$ cat config.mk
export PLATFORM = sky130hd
export DESIGN_NAME = sar_search_ctrl
export DESIGN_NICKNAME = d
export VERILOG_FILES = /design/src/rtl/sar_search_ctrl.sv
export SDC_FILE = /design/constraint.sdc
export NUM_CORES = 1
export LEC_CHECK = 0
export BUFFER_PORTS_ARGS = -buffer_cell sky130_fd_sc_hd__clkbuf_2
export CAP_MARGIN = 10
export CORE_AREA = 4 4 57 59
export DETAILED_ROUTE_END_ITERATION = 6
export DIE_AREA = 0 0 61 63
export PLACE_DENSITY_LB_ADDON = 0.3
export SYNTH_ARGS = -nofsm -noshare
export SYNTH_HDL_FRONTEND = slang
export SYNTH_SLANG_ARGS = --single-unit
$ cat constraint.sdc
create_clock -name clk -period 4.2 [get_ports clk]
set_input_delay 0.42 -clock clk [delete_from_list [all_inputs] [get_ports clk]]
set_output_delay 0.42 -clock clk [all_outputs]
set_load 0.02 [all_outputs]
$ cat src/rtl/sar_search_ctrl.sv
// Successive-approximation search controller: drives comparator y and binary-searches
// the external x value. Optional macro SAR_SEARCH_EARLY_EXIT_EN ends the search on an equal hit.
module sar_search_ctrl #(
  parameter int WIDTH = 8
) (
  input  logic             clk,
  input  logic             rst,
  input  logic             start,
  input  logic             cmp_g,
  input  logic             cmp_l,
  input  logic             cmp_e,
  output logic [WIDTH-1:0] cmp_y,
  output logic             busy,
  output logic             done,
  output logic [WIDTH-1:0] result,
  output logic             err
);

  localparam int KW = (WIDTH > 1) ? $clog2(WIDTH) : 1;

  typedef enum logic [1:0] {IDLE, SETTLE, SAMPLE} state_t;

  state_t           state_q, state_d;
  logic [KW-1:0]    k_q, k_d;
  logic [WIDTH-1:0] y_q, y_d;
  logic [WIDTH-1:0] res_q, res_d;
  logic             busy_q, busy_d;
  logic             done_q, done_d;
  logic             err_q, err_d;
  logic [WIDTH-1:0] trial;

  always_ff @(posedge clk) begin
    if (rst) begin
      state_q <= IDLE;
      k_q     <= '0;
      y_q     <= '0;
      res_q   <= '0;
      busy_q  <= 1'b0;
      done_q  <= 1'b0;
      err_q   <= 1'b0;
    end else begin
      state_q <= state_d;
      k_q     <= k_d;
      y_q     <= y_d;
      res_q   <= res_d;
      busy_q  <= busy_d;
      done_q  <= done_d;
      err_q   <= err_d;
    end
  end

  always_comb begin
    state_d = state_q;
    k_d     = k_q;
    y_d     = y_q;
    res_d   = res_q;
    busy_d  = busy_q;
    done_d  = 1'b0;
    err_d   = err_q;
    trial   = y_q;
    case (state_q)
      IDLE: begin
        if (start) begin
          y_d            = '0;
          y_d[WIDTH-1]   = 1'b1;
          k_d            = KW'(WIDTH-1);
          busy_d         = 1'b1;
          err_d          = 1'b0;
          state_d        = SETTLE;
        end
      end
      SETTLE: state_d = SAMPLE;
      SAMPLE: begin
        if (!$onehot({cmp_g, cmp_l, cmp_e})) begin
          res_d   = y_q;
          err_d   = 1'b1;
          done_d  = 1'b1;
          busy_d  = 1'b0;
          state_d = IDLE;
        end
`ifdef SAR_SEARCH_EARLY_EXIT_EN
        else if (cmp_e) begin
          res_d   = y_q;
          done_d  = 1'b1;
          busy_d  = 1'b0;
          state_d = IDLE;
        end
`endif
        else begin
          // x below the trial means this bit overshoots; equal/greater keeps it
          if (cmp_l) trial[k_q] = 1'b0;
          if (k_q == '0) begin
            res_d   = trial;
            done_d  = 1'b1;
            busy_d  = 1'b0;
            state_d = IDLE;
          end else begin
            y_d                 = trial;
            y_d[k_q - KW'(1)]   = 1'b1;
            k_d                 = k_q - KW'(1);
            state_d             = SETTLE;
          end
        end
      end
      default: state_d = IDLE;
    endcase
  end

  assign cmp_y  = y_q;
  assign busy   = busy_q;
  assign done   = done_q;
  assign result = res_q;
  assign err    = err_q;

endmodule

==> results.py, run 1 <==
metrics = {
    "status": {
        "status": "completed",
    },
    "die": {
        "core_area_um2": 2710,
        "die_width_um": 61,
        "fp.dieH_um": 63,
        "io_pins": 25,
        "initial_core_util": 0.446,
        "die-area_um2": 3840,
        "rows": 19,
    },
    "critical_path": {
        "slowest_stage": "dfxtp_1",
        "max_stage_delay_ps": 600,
        "path_class": "flop to flop",
        "reg2reg_depth": 6,
        "worstPathRequired_ps": 4440,
        "endpoint_kind": "flop",
        "critPathArrivalTime_ps": 2170,
        "cp_max_fo": 14,
        "crit_path_cell_trace": "inv_1 -> ha_1 -> nor2b_1 -> nor3_4 -> nor3_1 -> a211oi_1",
        "start_kind": "flop",
    },
    "clock_network": {
        "cts_hold_buf": 0,
        "cts_buffers": 3,
        "clkLatencyLatePin_ps": 310,
        "cts_tree": "built",
        "clock_sinks": 24,
        "cts_resized": 0,
        "clk_pin_slew_worst_paths_ps": 130,
        "cts_post_setup_buffers_inserted": 0,
        "htreeDepth": 1,
        "cts_max_path_buffers": 2,
        "root_buffer": "clkbuf_4",
    },
    "sta": {
        "holdWs_ps": 452,
        "relSlewSlack": 0.668,
        "setup_violations": 0,
        "setup-tns-final_ps": 0,
        "fin_skew_ps": 2.31,
        "drv_slew": 0,
        "hold_viol": 0,
        "post-route-period-util": 0.459,
        "worst_slew_pin_slew_ps": 498,
        "fmax_mhz": 519,
        "rsz0062_at_grt": "false",
        "post-route-min-period_ps": 1930,
    },
    "final_layout": {
        "drive_above_1_share": 0.219,
        "multiInputGateArea_um2": 664,
        "regArea_um2": 480,
        "layout.nets": 170,
        "fin_util": 0.500,
        "fillers": 260,
        "finish.instance_area_um2": 1360,
        "syn2layout_area_growth_pct": 12.1,
        "n_antenna_cell": 0,
    },
    "pwr": {
        "power_leakage_nw": 0.498,
        "p_comb_frac": 0.195,
        "p_int_w": 0.000322,
        "power_density_nw_per_um2": 341,
        "switching_power_w": 0.000141,
        "peakVddDrop_mv": 0.220,
        "switching_share": 0.304,
        "clkPwrFrac": 0.266,
        "p_seq_frac": 0.539,
    },
    "route": {
        "drc": 0,
        "initialDrtViolationCount": 32,
        "wire_per_inst_um": 13.6,
        "vias_per_cell": 5.46,
        "detail_route.wirelength_um": 2600,
        "drt.antenna.violating_nets": 0,
        "first_pass_iters": 4,
        "routed-via-count": 1042,
    },
    "global_routing": {
        "grt_max_degree": 25,
        "grt_usage": 0.150,
        "grt_pass1_wl_um": 4490,
        "antenna_found_initial": 0,
        "overflow": 0,
        "grt_pass1_vias": 938,
    },
    "synth": {
        "synth_common_cells": "dfxtp_1, a21oi_1, nand2_1",
        "synth-seq-area-share": 0.398,
        "synth_area_leaders": "dfxtp_1, a21oi_1, nand3_1",
        "synth_cells": 140,
        "ys_ff_latch": 24,
        "ys_warn_count": 0,
        "avgSynthCellArea_um2": 8.63,
        "synth_edf_count": 0,
        "syn_nets": 149,
        "synth_ff_type": "dfxtp_1",
        "synth_area_um2": 1210,
        "async_reset_ff_frac": 0,
        "synth.distinct_cells": 37,
        "netlist.area_leader.share": 0.398,
        "synth.most_common_cell": "dfxtp_1",
        "synth.largest_area_cell": "dfxtp_1",
    },
    "placed_design": {
        "place_area_um2": 1320,
        "gpl.final_weighted_congestion": 0.866,
        "dp_hpwl_um": 1900,
        "portBuffers": 24,
    },
    "job": {
        "cap_violations": 0,
    },
    "hold_path": {
        "hold_class": "input port to flop",
        "min_path_cells": 4,
    },
}
==> registers in the layout (all words and copies together) (netlist names) <==
| register | flops |
|---|---|
| done | 1 |
| err | 1 |
| k_q | 3 |
| cmp_y | 8 |
| result | 8 |
| state_q | 2 |
| busy | 1 |
==> cell type report <==
type | count | area share
multi-input combinational | 104 | 0.490
sequential | 24 | 0.355
timing repair buffer | 24 | 0.0886
tap | 31 | 0.0286
clock buffer | 4 | 0.0268
inverter | 4 | 0.0111
==> worst max-delay path: cells and delay by family (launching register included) <==
family / cells / cell delay, ps
buffers and inverters: 1 / 160
flip-flops: 1 / 600
AO/OA/AOI/OAI: 1 / 210
AND/OR/NAND/NOR: 3 / 600
adder cells (fa/ha/maj): 1 / 280
==> final timing paths <==
path	start	endpoint	slack, ps
max	k_q[0]	k_q[0]	2270
max reg2reg	k_q[0]	k_q[0]	2270
min reg2reg	result[7]	result[7]	460
min	start	err	450
==> power by group through the flow <==
stage | clock, W | combinational [W] | sequential, W
after floorplan | 0 | 0.0000671 | 0.000256
after global placement | 0 | 0.0000879 | 0.000254
after detailed placement | 0 | 0.0000893 | 0.000254
after CTS | 0.000128 | 0.0000902 | 0.000249
after global routing | 0.000137 | 0.0000995 | 0.000252
final | 0.000123 | 0.0000900 | 0.000250
==> layout by cell type, fill, tap and decap left out, drive strengths merged, types with 2 or more instances in the layout <==
| cell type | Yosys | final |
|---|---|---|
| dfxtp | 24 | 24 |
| nor3 | 5 | 5 |
| a211oi | 3 | 3 |
| a21oi | 14 | 14 |
| ha | 2 | 2 |
| and2b | 2 | 2 |
| o21ai | 9 | 9 |
| nand3 | 10 | 10 |
| nand2 | 12 | 12 |
| o31ai | 2 | 2 |
| a311oi | 6 | 6 |
| nand2b | 6 | 6 |
| inv | 4 | 4 |
| nor2b | 3 | 3 |
| clkbuf | 3 | 28 |
| a21o | 6 | 6 |
| a31oi | 2 | 2 |
| nor2 | 11 | 11 |
| nor3b | 2 | 2 |
==> kinds of logic (layout without fill, tap and decap cells) <==
family,Yosys count,count (layout),synth area share
compound gates,46,46,0.257
xor+xnor,2,2,0.0145
fa+ha+maj,3,3,0.0373
buf+inv,12,32,0.0528
flops,24,24,0.398
simple gates,53,53,0.241
==> through the flow <==
step | std cells | power (W) | setup slack [ps]
finish | 191 | 0.000463 | 2270
global route | 191 | 0.000488 | 2090
CTS | 191 | 0.000468 | 2280
detailed placement | 187 | 0.000344 | 2050
global placement | 187 | 0.000342 | 2120
floorplan | 140 | 0.000323 | 2380
==> routing by layer <==
layer  track usage  wire length (µm)  up-vias
li1              -                 -      542
met1         0.215              1220      482
met2         0.221              1290       16
met3        0.0248                71        2
met4        0.0569                14        0
met5             0                 0        -
(Power assumes the default switching activity.)
==> inputs of run 2 (changes only) <==
ABC_AREA = 1   (was unset)
CORE_AREA = 4 4 55 57   (was 4 4 57 59)
DIE_AREA = 0 0 59 61   (was 0 0 61 63)
clock period = 1.75 ns   (was 4.2 ns; I/O delays follow)
==> run 2 against run 1 <==
Critical path type unchanged. Power increased by 130%. Die area decreased by 6.3%. Clock power rose by 140%. Core utilization increased by 3.5 points. Sequential power increased by 130%. Non-clock buffer count is 4 higher. Flip-flop and latch count is the same. Routed wire length fell by 0.92%. Critical path depth grew 1.
==> results.py, run 2 <==
metrics = {
    "status": {
        "status": "completed",
    },
    "synth": {
        "synthAdderAreaFrac": 0.0403,
        "synth_area_um2": 1120,
        "synth_common_cells": "nand2_1, dfxtp_1, a21oi_1",
        "syn_nets": 169,
        "synth_cells": 160,
        "synth.most_common_cell": "nand2_1",
        "synth.largest_area_cell": "dfxtp_1",
        "synth.distinct_cells": 20,
        "synth_edf_count": 0,
        "ys_ff_latch": 24,
        "synth_top_family_by_area": "simple AND/OR/NAND/NOR gates",
        "synth_mux_area_frac": 0,
        "synth_xor_area_frac": 0,
        "ys_warn_count": 0,
        "synth_ff_type": "dfxtp_1",
        "netlist.area_leader.share": 0.430,
        "yosys.area_share.simple": 0.317,
        "async_reset_ff_frac": 0,
        "synth-seq-area-share": 0.430,
        "avgSynthCellArea_um2": 6.99,
        "synth_compound_gate_area_share": 0.139,
        "synth_area_leaders": "dfxtp_1, nand2_1, a21oi_1",
    },
    "placed_design": {
        "place_area_um2": 1290,
        "dp_hpwl_um": 1960,
        "gpl.final_weighted_congestion": 1.00,
        "portBuffers": 24,
    },
    "die": {
        "core_area_um2": 2480,
        "initial_core_util": 0.452,
        "io_pins": 25,
        "die-area_um2": 3600,
        "rows": 18,
        "die_width_um": 59,
        "fp.dieH_um": 61,
    },
    "critical_path": {
        "critPathArrivalTime_ps": 1750,
        "path_class": "flop to flop",
        "rrSetupSlack_ps": 250,
        "reg2reg_depth": 7,
        "timing.rr.start": "k_q[0]",
        "r2r_end": "cmp_y[6]",
        "cp_max_fo": 7,
        "worstPathRequired_ps": 2000,
        "start_kind": "flop",
        "endpoint_kind": "flop",
    },
    "pwr": {
        "p_int_w": 0.000751,
        "p_seq_frac": 0.549,
        "power.total_w": 0.00106,
        "power_density_nw_per_um2": 798,
        "clkPwrFrac": 0.275,
        "peakVddDrop_mv": 0.568,
        "p_comb_frac": 0.177,
        "switching_share": 0.290,
        "switching_power_w": 0.000306,
        "power_leakage_nw": 0.616,
    },
    "sta": {
        "fmax_mhz": 666,
        "hold_viol": 0,
        "worst_slew_pin_slew_ps": 408,
        "setup_violations": 0,
        "setup-tns-final_ps": 0,
        "post-route-period-util": 0.858,
        "rsz0062_at_grt": "false",
        "post-route-min-period_ps": 1500,
        "relSlewSlack": 0.728,
        "fin_skew_ps": 1.05,
        "drv_slew": 0,
    },
    "final_layout": {
        "drive_above_1_share": 0.222,
        "layout.nets": 199,
        "finish.instance_area_um2": 1330,
        "syn2layout_area_growth_pct": 18.5,
        "final_common_cell": "nand2_1",
        "mostFrequentLayoutCells": "nand2_1, clkbuf_2, dfxtp_1",
        "fin_util": 0.535,
        "n_antenna_cell": 0,
    },
    "global_routing": {
        "grt_max_degree": 22,
        "overflow": 0,
        "grt_usage": 0.166,
        "grt_pass1_wl_um": 4570,
        "antenna_found_initial": 0,
        "grt_pass1_vias": 1067,
    },
    "hold_path": {
        "min-delay-start": "start",
        "hold_class": "input port to flop",
        "min_to": "busy",
        "min_path_cells": 3,
    },
    "clock_network": {
        "cts_tree": "built",
        "clkLatencyLatePin_ps": 310,
        "htreeDepth": 1,
        "root_buffer": "clkbuf_4",
        "clock_sinks": 24,
        "cts_hold_buf": 0,
        "clk_pin_slew_worst_paths_ps": 130,
        "cts_buffers": 3,
        "cts_max_path_buffers": 2,
    },
    "route": {
        "initialDrtViolationCount": 43,
        "wire_per_inst_um": 11.8,
        "drt.antenna.violating_nets": 0,
        "vias_per_cell": 5.04,
        "drc": 0,
        "detail_route.wirelength_um": 2580,
        "routed-via-count": 1104,
        "first_pass_iters": 4,
    },
    "job": {
        "cap_violations": 0,
    },
}
-- run 2: changes by cell type in the layout (fill, tap and decap cells not counted), sizes merged, moves of 6 or more --
cell / before / now
a21oi: 14 / 20
a21o: 6 / 0
nand2: 12 / 54
a311oi: 6 / 0
inv: 4 / 16
nand2b: 6 / 0
-- run 2: power groups by stage --
stage	registers, W	clock network [W]	logic, W
global placement	0.000591	0	0.000182
detailed placement	0.000592	0	0.000185
CTS	0.000580	0.000302	0.000186
floorplan	0.000601	0	0.000118
finish	0.000580	0.000291	0.000187
global route	0.000583	0.000321	0.000214
-- run 2: per-layer routing --
layer | wire (µm) | GRT usage | up-vias
met3 | 120 | 0.0383 | 5
li1 | - | - | 573
met2 | 1180 | 0.256 | 30
met4 | 24 | 0.0777 | 0
met5 | 0 | 0 | -
met1 | 1250 | 0.219 | 496
-- run 2: area by class of cell --
class	count	area, µm²
Tap cell	30	37.5
Inverter	17	65.1
Clock buffer	4	36.3
Fill cell	250	1150
Sequential cell	24	482
Multi-Input combinational cell	116	554
Timing Repair Buffer	28	150
-- run 2: through the flow --
stage                     std cells  hold WS, ps  worst slack [ps]
after CTS                       219          208               195
after detailed placement        215          419              53.4
after global placement          215          407               132
final                           219          217               248
after floorplan                 160          356               259
after global routing            219          223              28.0
-- run 2: logic make-up after synthesis --
| family | after synthesis |
|---|---|
| and+or+nand+nor | 82 |
| buffers and inverters | 20 |
| AOI/OAI and AO/OA | 31 |
| DFF | 24 |
| adders and majority gates | 3 |
-- run 2: what timing repair did --
action | 4_1_cts | 5_1_grt
buffers inserted | 0 | 0
resized for setup | 0 | 1
endpoints found under the setup margin | 0 | 1
-- run 2: worst max path at each step --
| stage | startpoint | to | slack, ps |
|---|---|---|---|
| 2_1_floorplan | cmp_g | cmp_y[6] | 260 |
| 3_3_place_gp | cmp_g | cmp_y[6] | 130 |
| 3_5_place_dp | cmp_g | result[1] | 50 |
| 4_1_cts | k_q[1] | cmp_y[6] | 200 |
| 5_1_grt | k_q[0] | cmp_y[6] | 30 |
| 6_report | k_q[0] | cmp_y[6] | 250 |
-- run 2: critical path: stages, from the launching register on --
cell and delay, ps:
dfxtp_1 380, inv_2 90, ha_1 360, inv_1 140
nand3_1 110, o21ai_0 170, nand2_1 70, a21oi_1 130
==> inputs of run 3 (changes only) <==
REMOVE_ABC_BUFFERS = 1   (was unset)
==> run 3 against run 2 <==
Fmax decreased by 0.46%. Clock power is 2% higher. Critical path depth did not move. Largest power group unchanged. Highest routed layer unchanged.
==> results.py, run 3 (same netlist as run 2, synthesis figures left out) <==
metrics = {
    "sta": {
        "post-route-period-util": 0.862,
        "fin_skew_ps": 0.790,
        "hold_viol": 0,
        "setup_violations": 0,
        "worst_slew_pin_slew_ps": 274,
        "setup-tns-final_ps": 0,
        "relSlewSlack": 0.817,
        "post-route-min-period_ps": 1510,
        "rsz0062_at_grt": "false",
        "drv_slew": 0,
        "fmax_mhz": 663,
    },
    "route": {
        "detail_route.wirelength_um": 2620,
        "routed-via-count": 1113,
        "first_pass_iters": 4,
        "drt.antenna.violating_nets": 0,
        "initialDrtViolationCount": 32,
        "wire_per_inst_um": 11.9,
        "drc": 0,
        "vias_per_cell": 5.06,
    },
    "critical_path": {
        "crit_path_cell_trace": "inv_1 -> ha_1 -> inv_1 -> nand3_1 -> o21ai_0 -> nand2_1 -> a21oi_1",
        "slowest_stage": "dfxtp_1",
        "critPathArrivalTime_ps": 1770,
        "endpoint_kind": "flop",
        "worstPathRequired_ps": 2010,
        "crit_family": "flip-flops",
        "path_class": "flop to flop",
        "crit_path_frequent_cell": "inv_1",
        "start_kind": "flop",
        "cp_num_buf_inv": 2,
        "max_stage_delay_ps": 420,
        "cp_max_fo": 5,
    },
    "clock_network": {
        "root_buffer": "clkbuf_4",
        "cts_tree": "built",
        "clkLatencyLatePin_ps": 320,
        "clock_sinks": 24,
        "htreeDepth": 1,
        "cts_buffers": 3,
        "cts_max_path_buffers": 2,
        "cts_hold_buf": 0,
        "cts_resized": 0,
        "cts_post_setup_buffers_inserted": 0,
        "clk_pin_slew_worst_paths_ps": 130,
    },
    "global_routing": {
        "overflow": 0,
        "grt_pass1_vias": 999,
        "grt_pass1_wl_um": 4240,
        "grt_max_degree": 15,
        "antenna_found_initial": 0,
        "grt_usage": 0.156,
    },
    "final_layout": {
        "final_common_cell": "nand2_1",
        "layout.nets": 200,
        "fin_util": 0.537,
        "fillers": 254,
        "drive_above_1_share": 0.221,
        "syn2layout_area_growth_pct": 19.0,
        "mostFrequentLayoutCells": "nand2_1, dfxtp_1, clkbuf_2",
        "n_antenna_cell": 0,
    },
    "die": {
        "io_pins": 25,
        "core_area_um2": 2480,
        "rows": 18,
        "fp.dieH_um": 61,
        "die_width_um": 59,
        "initial_core_util": 0.452,
        "die-area_um2": 3600,
    },
    "placed_design": {
        "portBuffers": 24,
        "dp_hpwl_um": 2030,
        "gpl.final_weighted_congestion": 0.953,
    },
    "pwr": {
        "power_leakage_nw": 0.620,
        "power.total_w": 0.00106,
        "peakVddDrop_mv": 0.691,
        "power_density_nw_per_um2": 798,
    },
    "hold_path": {
        "hold_class": "input port to flop",
    },
    "status": {
        "status": "completed",
    },
    "job": {
        "cap_violations": 0,
    },
}
## run 3: cell types whose count changed in the layout (fill, tap and decap cells not counted), sizes merged
cell	previous run	this run
buf	4	5
## run 3: final cells by class
cell class,count,area (µm²),share of cell area
timing repair buffer,29,158,0.118
multi-input combinational,116,554,0.416
clock buffer,4,36.3,0.0273
inverter,17,65.1,0.0489
sequential,24,480,0.361
tap,30,37.5,0.0282
## run 3: final timing paths
path,start,to,slack (ps),depth (start not counted)
min,rst,k_q[0],200,2
min reg2reg,state_q[1],state_q[1],450,1
max reg2reg,k_q[1],cmp_y[6],240,7
max,k_q[1],cmp_y[6],240,7
## run 3: where the power goes
group / switching (W) / total (W) / internal (W)
combinational: 0.000126 / 0.000187 / 0.0000610
sequential: 0.0000155 / 0.000580 / 0.000564
clock: 0.000169 / 0.000296 / 0.000127
total: 0.000310 / 0.00106 / 0.000753
## run 3: through the flow
step | cells | setup slack, ps | instance area [µm²] | hold slack [ps]
CTS | 220 | 246 | 1330 | 202
floorplan | 157 | 90.9 | 1100 | 244
finish | 220 | 241 | 1330 | 201
global route | 220 | 52.3 | 1330 | 208
detailed placement | 216 | 88.1 | 1290 | 431
global placement | 216 | 157 | 1290 | 405
## run 3: routing by layer
layer	GRT usage	share of wire	up-vias
met5	0	0	-
met4	0.0453	0.013	0
met3	0.0511	0.081	4
met2	0.270	0.49	44
met1	0.185	0.42	494
li1	-	-	571
